### config.mk
export PLATFORM = sky130hd
export DESIGN_NAME = pll_lock_sequencer_flat
export DESIGN_NICKNAME = d
export VERILOG_FILES = /design/src/rtl/pll_lock_sequencer_pkg.sv /design/src/rtl/pll_lock_sequencer_if.sv /design/src/rtl/pll_lock_sequencer_sync2.sv /design/src/rtl/pll_lock_sequencer.sv /design/src/flat_wrapper.sv
export SDC_FILE = /design/constraint.sdc
export NUM_CORES = 1
export LEC_CHECK = 0
export ABC_AREA = 1
export CAP_MARGIN = 10
export CELL_PAD_IN_SITES_DETAIL_PLACEMENT = 2
export CELL_PAD_IN_SITES_GLOBAL_PLACEMENT = 2
export CORE_ASPECT_RATIO = 1.2
export CORE_MARGIN = 2
export CORE_UTILIZATION = 28
export DETAILED_ROUTE_END_ITERATION = 10
export GPL_ROUTABILITY_DRIVEN = 0
export PLACE_DENSITY = 0.71
export SETUP_SLACK_MARGIN = 0.1
export SKIP_LAST_GASP = 1
export SLEW_MARGIN = 20
export SYNTH_ARGS = -nofsm -noshare
export SYNTH_HDL_FRONTEND = slang
export SYNTH_HIERARCHICAL = 1
export SYNTH_SLANG_ARGS = --single-unit
### constraint.sdc
create_clock -name clock_in -period 1.7 [get_ports clock_in]
set_clock_uncertainty 0.05 [all_clocks]
set_input_delay 0.255 -clock clock_in [delete_from_list [all_inputs] [get_ports clock_in]]
set_output_delay 0.255 -clock clock_in [all_outputs]
set_load 0.02 [all_outputs]
### src/rtl/pll_lock_sequencer_pkg.sv
// Shared definitions for the PLL lock sequencer.
//   pll_state_e : state encodings, also driven out on the 3-bit state port
//   clog2       : elaboration-time ceiling log2, used to size the dwell counter
package pll_seq_pkg;

  typedef enum logic [2:0] {
    ST_PLL_RST   = 3'd0,
    ST_WAIT_LOCK = 3'd1,
    ST_STABLE    = 3'd2,
    ST_RUN       = 3'd3,
    ST_FAULT     = 3'd4
  } pll_state_e;

  // Number of bits needed to hold values 0..v-1 (at least 1).
  function automatic int clog2(input int v);
    int r;
    r = 0;
    for (int x = v - 1; x > 0; x = x >> 1) r++;
    return (r < 1) ? 1 : r;
  endfunction

endpackage

### src/rtl/pll_lock_sequencer_if.sv
// Status/control bundle between the lock sequencer and its surroundings.
//   locked          : raw PLL LOCK (asynchronous to the reference clock)
//   restart         : one-cycle request to re-run the whole sequence
//   pll_resetb      : PLL RESETB, low holds the PLL in reset
//   sys_reset       : system reset request, high until lock is qualified
//   ready / fault   : RUN / FAULT indicators
//   state           : current state encoding
//   retries         : PLL reset retries used in the current attempt
//   lock_loss_count : saturating count of lock losses seen while running
// slave is the sequencer side, master is the side that owns locked/restart.
interface pll_lock_sequencer_if;
  logic       locked;
  logic       restart;
  logic       pll_resetb;
  logic       sys_reset;
  logic       ready;
  logic       fault;
  logic [2:0] state;
  logic [3:0] retries;
  logic [7:0] lock_loss_count;

  modport slave (
    input  locked, restart,
    output pll_resetb, sys_reset, ready, fault, state, retries, lock_loss_count
  );

  modport master (
    output locked, restart,
    input  pll_resetb, sys_reset, ready, fault, state, retries, lock_loss_count
  );
endinterface

### src/rtl/pll_lock_sequencer_sync2.sv
// Two-flop synchronizer for a single asynchronous level.
//   clk : destination clock
//   rst : synchronous active-high reset, clears both flops to 0
//   d   : asynchronous input
//   q   : synchronized output (second flop)
module sync2 (
  input  logic clk,
  input  logic rst,
  input  logic d,
  output logic q
);

  logic meta;

  always_ff @(posedge clk) begin
    if (rst) begin
      meta <= 1'b0;
      q    <= 1'b0;
    end else begin
      meta <= d;
      q    <= meta;
    end
  end

endmodule

### src/rtl/pll_lock_sequencer.sv
// Power-up / re-lock sequencer for the iCE40 system PLL.
// Pulses PLL RESETB, waits for LOCK, qualifies it for LOCK_STABLE cycles and
// only then releases the system reset request. A PLL that does not lock within
// LOCK_TIMEOUT is reset again, up to MAX_RETRIES times, after which FAULT is
// latched. Lock losses while running are counted (saturating) and the PLL is
// left to re-lock on its own.
//   clock_in : 24 MHz reference, the only clock
//   reset    : synchronous, active-high
//   bus      : pll_lock_sequencer_if.slave (locked/restart in, status out)
module pll_lock_sequencer
  import pll_seq_pkg::*;
#(
  parameter int RESET_PULSE  = 16,
  parameter int LOCK_TIMEOUT = 24000,
  parameter int LOCK_STABLE  = 2400,
  parameter int MAX_RETRIES  = 3
) (
  input  logic                 clock_in,
  input  logic                 reset,
  pll_lock_sequencer_if.slave  bus
);

  localparam int MAX_P   = (RESET_PULSE > LOCK_TIMEOUT)
                           ? ((RESET_PULSE > LOCK_STABLE) ? RESET_PULSE : LOCK_STABLE)
                           : ((LOCK_TIMEOUT > LOCK_STABLE) ? LOCK_TIMEOUT : LOCK_STABLE);
  localparam int CNT_RAW = clog2(MAX_P);
  localparam int CNT_W   = (CNT_RAW < 16) ? 16 : CNT_RAW;

  localparam logic [CNT_W-1:0] RST_LAST  = CNT_W'(RESET_PULSE - 1);
  localparam logic [CNT_W-1:0] TO_LAST   = CNT_W'(LOCK_TIMEOUT - 1);
  localparam logic [CNT_W-1:0] STB_LAST  = CNT_W'(LOCK_STABLE - 1);
  localparam logic [3:0]       RETRY_MAX = 4'(MAX_RETRIES);

  logic             lock_s;
  pll_state_e       state_q, state_d;
  logic [CNT_W-1:0] cnt_q, cnt_d;
  logic [3:0]       retries_q, retries_d;
  logic [7:0]       llc_q, llc_d;
  logic             pll_resetb_q, pll_resetb_d;
  logic             sys_reset_q, sys_reset_d;
  logic             ready_q, ready_d;
  logic             fault_q, fault_d;

  sync2 u_lock_sync (
    .clk (clock_in),
    .rst (reset),
    .d   (bus.locked),
    .q   (lock_s)
  );

  // State register: FSM state, dwell counter, retry/loss counters and the
  // registered output decode all update on the same edge.
  always_ff @(posedge clock_in) begin
    if (reset) begin
      state_q      <= ST_PLL_RST;
      cnt_q        <= '0;
      retries_q    <= '0;
      llc_q        <= '0;
      pll_resetb_q <= 1'b0;
      sys_reset_q  <= 1'b1;
      ready_q      <= 1'b0;
      fault_q      <= 1'b0;
    end else begin
      state_q      <= state_d;
      cnt_q        <= cnt_d;
      retries_q    <= retries_d;
      llc_q        <= llc_d;
      pll_resetb_q <= pll_resetb_d;
      sys_reset_q  <= sys_reset_d;
      ready_q      <= ready_d;
      fault_q      <= fault_d;
    end
  end

  // Next-state logic. restart overrides every transition.
  always_comb begin
    state_d   = state_q;
    retries_d = retries_q;
    llc_d     = llc_q;
    cnt_d     = cnt_q + 1'b1;

    if (bus.restart) begin
      state_d   = ST_PLL_RST;
      retries_d = '0;
    end else begin
      case (state_q)
        ST_PLL_RST: begin
          if (cnt_q == RST_LAST) state_d = ST_WAIT_LOCK;
        end
        ST_WAIT_LOCK: begin
          if (lock_s) begin
            state_d = ST_STABLE;
          end else if (cnt_q == TO_LAST) begin
            if (retries_q == RETRY_MAX) begin
              state_d = ST_FAULT;
            end else begin
              retries_d = retries_q + 4'd1;
              state_d   = ST_PLL_RST;
            end
          end
        end
        ST_STABLE: begin
          // Any low sample restarts qualification via WAIT_LOCK.
          if (!lock_s) begin
            state_d = ST_WAIT_LOCK;
          end else if (cnt_q == STB_LAST) begin
            state_d   = ST_RUN;
            retries_d = '0;
          end
        end
        ST_RUN: begin
          // No PLL reset here: the iCE40 PLL re-acquires lock by itself.
          if (!lock_s) begin
            state_d = ST_WAIT_LOCK;
            if (llc_q != 8'hFF) llc_d = llc_q + 8'd1;
          end
        end
        ST_FAULT: begin
          state_d = ST_FAULT;
        end
        default: begin
          state_d = ST_PLL_RST;
        end
      endcase
    end

    // The counter is meaningless in RUN/FAULT, so hold it there rather than
    // let it toggle; it always restarts from 0 on entry to any state.
    if ((state_q == ST_RUN || state_q == ST_FAULT) && !bus.restart) cnt_d = cnt_q;
    if (bus.restart || (state_d != state_q)) cnt_d = '0;
  end

  // Output decode from next state, so outputs are registered and move with state.
  always_comb begin
    pll_resetb_d = !((state_d == ST_PLL_RST) || (state_d == ST_FAULT));
    sys_reset_d  = (state_d != ST_RUN);
    ready_d      = (state_d == ST_RUN);
    fault_d      = (state_d == ST_FAULT);
  end

  assign bus.pll_resetb      = pll_resetb_q;
  assign bus.sys_reset       = sys_reset_q;
  assign bus.ready           = ready_q;
  assign bus.fault           = fault_q;
  assign bus.state           = state_q;
  assign bus.retries         = retries_q;
  assign bus.lock_loss_count = llc_q;

endmodule

### src/flat_wrapper.sv
// flat-port wrapper written by rule: the top's interface ports become plain ports
module pll_lock_sequencer_flat import pll_seq_pkg::*;
#(
  parameter int RESET_PULSE  = 16,
  parameter int LOCK_TIMEOUT = 24000,
  parameter int LOCK_STABLE  = 2400,
  parameter int MAX_RETRIES  = 3
)
  (clock_in, reset, bus_locked, bus_restart, bus_pll_resetb, bus_sys_reset, bus_ready, bus_fault, bus_state, bus_retries, bus_lock_loss_count);
  pll_lock_sequencer_if bus_i ();
  input  logic clock_in;
  input  logic reset;
  input wire logic [$bits(bus_i.locked)-1:0] bus_locked;
  input wire logic [$bits(bus_i.restart)-1:0] bus_restart;
  output wire logic [$bits(bus_i.pll_resetb)-1:0] bus_pll_resetb;
  output wire logic [$bits(bus_i.sys_reset)-1:0] bus_sys_reset;
  output wire logic [$bits(bus_i.ready)-1:0] bus_ready;
  output wire logic [$bits(bus_i.fault)-1:0] bus_fault;
  output wire logic [$bits(bus_i.state)-1:0] bus_state;
  output wire logic [$bits(bus_i.retries)-1:0] bus_retries;
  output wire logic [$bits(bus_i.lock_loss_count)-1:0] bus_lock_loss_count;
  assign bus_i.locked = bus_locked;
  assign bus_i.restart = bus_restart;
  assign bus_pll_resetb = bus_i.pll_resetb;
  assign bus_sys_reset = bus_i.sys_reset;
  assign bus_ready = bus_i.ready;
  assign bus_fault = bus_i.fault;
  assign bus_state = bus_i.state;
  assign bus_retries = bus_i.retries;
  assign bus_lock_loss_count = bus_i.lock_loss_count;
  pll_lock_sequencer #(.RESET_PULSE(RESET_PULSE), .LOCK_TIMEOUT(LOCK_TIMEOUT), .LOCK_STABLE(LOCK_STABLE), .MAX_RETRIES(MAX_RETRIES)) u_core (.clock_in(clock_in), .reset(reset), .bus(bus_i));
endmodule
Word-level counts from Yosys, hierarchy flattened

Cells that the tools add are included.

Add/subtract/negate cells: 3
Eq/ne operators: 18
Mux-type cells: 15
Bitwise operators: 2
Reduce and logical (&&, ||, !) cells: 13

Operator list:

| operator              | count |
|---|---|
| $mux 3                | 8 |
| $mux 4                | 5 |
| $add 16x1->16 const B | 1 |
| $eq 16x12->1 const B  | 1 |
| $eq 16x15->1 const B  | 1 |
| $eq 16x4->1 const B   | 1 |
| $pmux 3 s5            | 1 |
| $eq 3x2->1 const B    | 3 |
| $add 8x1->8 const B   | 1 |
| $ne 8x8->1 const B    | 1 |
| $pmux 4 s2            | 1 |
| $eq 3x3->1 const B    | 2 |
| $logic_not 3->1       | 2 |
| $ne 2x2->1 const B    | 3 |
| $reduce_and 6->1      | 1 |
| $add 4x1->4 const B   | 1 |
| $eq 4x2->1 const B    | 1 |
| $ne 2x1->1 const B    | 2 |
| $reduce_and 4->1      | 1 |
| $reduce_or 2->1       | 2 |
| $eq 3x1->1 const B    | 1 |
| $logic_or 1x1->1      | 3 |
| $ne 3x2->1 const B    | 1 |
| $ne 3x3->1            | 1 |
| other kinds (4)       | 6 |

Flip-flop bits (word level): 37
Output and inout bits: 19

Logic depth before layout (Yosys ltp)

Depth after elaboration: 9
Depth in mapped cells: 12

Hierarchy

Netlist, hierarchy kept.

By module, submodules not included:

| module             | instances | cells an instance | area each (µm²) | seq. area each (µm²) |
|---|---|---|---|---|
| pll_lock_sequencer | 1         | 296               | 2021.9          | 700.7 |
| sync2              | 1         | 6                 | 55.1            | 40.0 |

Least setup slack after synthesis

No wires, ideal clock.

Kind: register -> register
Start point: reg u_core.cnt_q[0]
End point: reg u_core.cnt_q[5]
Data arrival time: 1.503 ns
Data required time: 1.530 ns
Path slack: 0.027 ns
Stages on the path, launching flop included: 12
Path through: dfxtp_1 > ha_1 > nand3_2 > nor3_1 > nand2_1 > nand2_1 > nand4_1 > nand2_1 > nand2_2 > nand3_4 > buf_12 > nor2_4

Longest elaborated chain between the ends: 8
Elaborated cells on any way between the ends: 14
Those cells by class: 1 x add/sub; 4 x eq/ne; 7 x mux; 2 x reduce/logical

Ends and longest elaborated chain:

| item                                         | RTL line                                            | source |
|---|---|---|
| start, declared                              | pll_lock_sequencer.sv:36                            | `logic [CNT_W-1:0] cnt_q, cnt_d;` |
| start signal, assigned                       | pll_lock_sequencer.sv:65                            | `cnt_q <= cnt_d;` |
| $eq 16x12->1 or $eq 16x15->1 (tied branches) | pll_lock_sequencer.sv:106, pll_lock_sequencer.sv:93 |  |
| $mux 3, on equally long branches             | pll_lock_sequencer.sv:106, pll_lock_sequencer.sv:93 |  |
| $mux 3, on equally long branches             | pll_lock_sequencer.sv:104, pll_lock_sequencer.sv:91 |  |
| $pmux 3 s5                                   | pll_lock_sequencer.sv:86                            | `case (state_q)` |
| $mux 3                                       | pll_lock_sequencer.sv:82                            | `if (bus.restart) begin` |
| $ne 3x3->1                                   | pll_lock_sequencer.sv:130                           | `if (bus.restart \|\| (state_d != state_q)) cnt_d = '0;` |
| $logic_or 1x1->1                             | pll_lock_sequencer.sv:130                           |  |
| $reduce_or 2->1 (no source line)             | n/a                                                 |  |

Several ways; a longest one is shown, not always the timed one.
A chain may end at the register's enable or synchronous reset.

Final worst setup path

Start point: reg u_core.cnt_q[0]
End point: reg u_core.cnt_q[7]

Same word-level chain as after synthesis.

==> impl_metrics.csv <==
group,metric,value,unit
global_route,overflow,0,
critical_path,critPathArrivalTime,1890,ps
drt,dr.pass1.iters,4,
floorplanning,die_w,82.6,um
sta,period_share,1.03,
global_route,grt.total_usage,0.195,
floorplanning,core,0.00723,mm^2
yosys,syn_avg_cell_area,6.88,um^2
critical_path,end_kind,"flop",
yosys,synthCells,302,
cells_and_area,num_antenna_cells,0,
sta,relSlewSlack,0.785,
place,placed_area,0.00281,mm^2
critical_path,worstReg2RegStart,"u_core/cnt_q[0]",
cells_and_area,layout_common_cells,"buf_4, nand2_1, nor2_1",
cells_and_area,fin_util,0.443,
clock_network,cts_htree_levels,2,
cells_and_area,nets,394,
place,dp_hpwl,5420,um
clock_network,clock-sinks,37,
critical_path,critPathKind,"flop to flop",
run_status,status,"finished, violations left",
sta,finalSetupViolCount,16,
sta,tightest_slew,319,ps
power_and_ir_drop,irDropWorstVdd,359,uV
yosys,yosysTopAreaCell,"dfxtp_1",
worst_hold_path,hp-class,"flop to flop",
floorplanning,ioPinCount,23,
drt,via_per_inst,4.69,
critical_path,crit_path_max_fanout,8,
floorplanning,die_area,0.00813,mm^2
clock_network,path_clk_slew,80,ps
global_route,grt_pass1_vias,2474,
power_and_ir_drop,p_total,1.79,mW
global_route,grt_max_degree,13,
critical_path,cp-startpoint,"u_core/cnt_q[0]",
yosys,syn_nets,309,
sta,hold_viol,0,
sta,layout_setup_ws,-58.7,ps
worst_hold_path,hold_end,"u_core/u_lock_sync/q",
cells_and_area,fillers,866,
cells_and_area,layout_commonest_cell,"buf_4",
yosys,ys_warn_count,6,
place,place_inst,462,
worst_hold_path,min_path_cells,2,
floorplanning,floorplan.rows,34,
sta,maxSlewViolCount,0,
yosys,syn_area,0.00208,mm^2
yosys,ys_top_cells_by_area,"dfxtp_1, nor2_1, nand2_1",
drt,ant_nets,0,
cells_and_area,finalInstanceArea,0.00320,mm^2
critical_path,r2r_end,"u_core/cnt_q[7]",
cells_and_area,finalNonFillerCells,478,
sta,post-route-min-period,1760,ps
yosys,yosysTopAreaCellShare,0.357,
run_status,violations,"setup timing",
drt,initialDrtViolationCount,39,
clock_network,hold_buffers,0,
critical_path,rr_worst_depth,11,
yosys,ys_seq_elements,37,
cells_and_area,areaGrowthSynthToFinish,54.3,%
job,drv_cap,0,
sta,setup_tns,-776,ps
power_and_ir_drop,power_leakage,1.37,nW
power_and_ir_drop,power_density,559,mW/mm^2
critical_path,cp.required,1830,ps
critical_path,critPathLaunchType,"flop",
yosys,synthDistinctLibCells,26,
cells_and_area,drive_above_1_share,0.379,
drt,dr_total_vias,2242,
global_route,grt_pass1_wl,12000,um
clock_network,clockBufferDepth,2,
yosys,yosysSeqAreaShare,0.357,
worst_hold_path,hp-start,"u_core/u_lock_sync/meta",
place,io_buffers,22,
clock_network,clock-root-buffer,"clkbuf_8",
drt,drc,0,
global_route,antenna_found_initial,0,
floorplanning,die_y,98.3,um
sta,grt_setup_unrepaired,"yes",
clock_network,numCtsBuffers,5,
sta,fmax,569,MHz
drt,wl,7390,um
drt,routedWlPerCell,15.5,um
sta,holdWs,376,ps
floorplanning,initial_utilization,0.287,
clock_network,clkLatencyLatePin,300,ps
place,dp_worst_setup_slack,-252,ps
critical_path,r2r_slack,-60,ps
clock_network,cts_tree,"yes",
-- critical path, cell delays in order (launching register included) --
cell and delay (ps):
dfxtp_2 360, ha_4 160, nand3_4 130, nor2_1 160, nand2_2 90, nand2_1 80
nand3_2 120, nor2_4 120, nor2_4 50, nand3_4 130, buf_12 150, nor2_4 40
-- synthesized netlist by cell type --
library cell and n:
o21bai_1 1, nand4_2 1, o21ai_1 2, o21a_1 1
nor2_1 55, nand3_4 1, nor2_4 5, xor2_1 12
ha_1 3, nor3_1 5, nand2_2 5, nand4_1 12
o21ai_0 9, nand3_2 3, nand3_1 21, inv_2 4
inv_1 42, buf_2 1, a21oi_1 16, dfxtp_1 37
nand3b_1 1, xnor2_1 2, buf_12 1, nand2_1 50
nor2_2 11, clkinv_2 1
-- power by group --
group / switching [mW] / leakage [nW] / total, mW / internal [mW]
sequential: 0.00432 / 0.305 / 0.870 / 0.866
clock: 0.358 / 0.0574 / 0.835 / 0.478
combinational: 0.0455 / 1.01 / 0.0866 / 0.0411
-- per-layer routing --
metal / vias up / share of wire / GRT usage
li1: 1122 / - / -
met1: 1093 / 0.42 / 0.224
met2: 20 / 0.55 / 0.363
met3: 7 / 0.020 / 0.0314
met4: 0 / 0.0095 / 0.0454
met5: - / 0 / 0
-- logic make-up after synthesis --
family,after synthesis,share of synthesized area
buffers and inverters,49,0.0976
flip-flops,37,0.357
AO/OA/AOI/OAI,29,0.0723
AND/OR/NAND/NOR,170,0.396
XOR/XNOR,14,0.0590
adder cells (fa/ha/maj),3,0.0181
-- worst max path at each step --
stage | to | slack, ps
after detailed placement | u_core/cnt_q[6] | -250
after floorplan | u_core/cnt_q[5] | 110
after CTS | u_core/bus.retries[1] | -100
after global placement | u_core/cnt_q[0] | -140
after global routing | u_core/cnt_q[5] | -210
final | u_core/cnt_q[7] | -60
-- final cells by class --
cell class | instances | area (um^2) | area share
well taps | 90 | 113 | 0.0351
clock buffers | 6 | 82.6 | 0.0258
flip-flops and latches | 37 | 763 | 0.238
repair buffers | 80 | 684 | 0.214
inverters | 47 | 180 | 0.0562
multi-input cells | 216 | 1340 | 0.419
clock inverters | 2 | 37.5 | 0.0117
-- state kept, by name, summed over array words and instances (netlist names) --
register / cells
u_core/cnt_q: 16
u_core/bus.lock_loss_count: 8
u_core/bus.retries: 4
u_core/bus.state: 3
u_core/bus.fault: 1
u_core/bus.pll_resetb: 1
u_core/bus.ready: 1
u_core/bus.sys_reset: 1
u_core/u_lock_sync/meta: 1
u_core/u_lock_sync/q: 1
-- repair_timing --
item | in CTS | in global routing
resized for setup | 35 | 42
setup buffers | 3 | 4
pin swaps | 6 | 8
endpoints found under the setup margin | 43 | 36
cloned | 1 | 0
(Power assumes the default switching activity.)
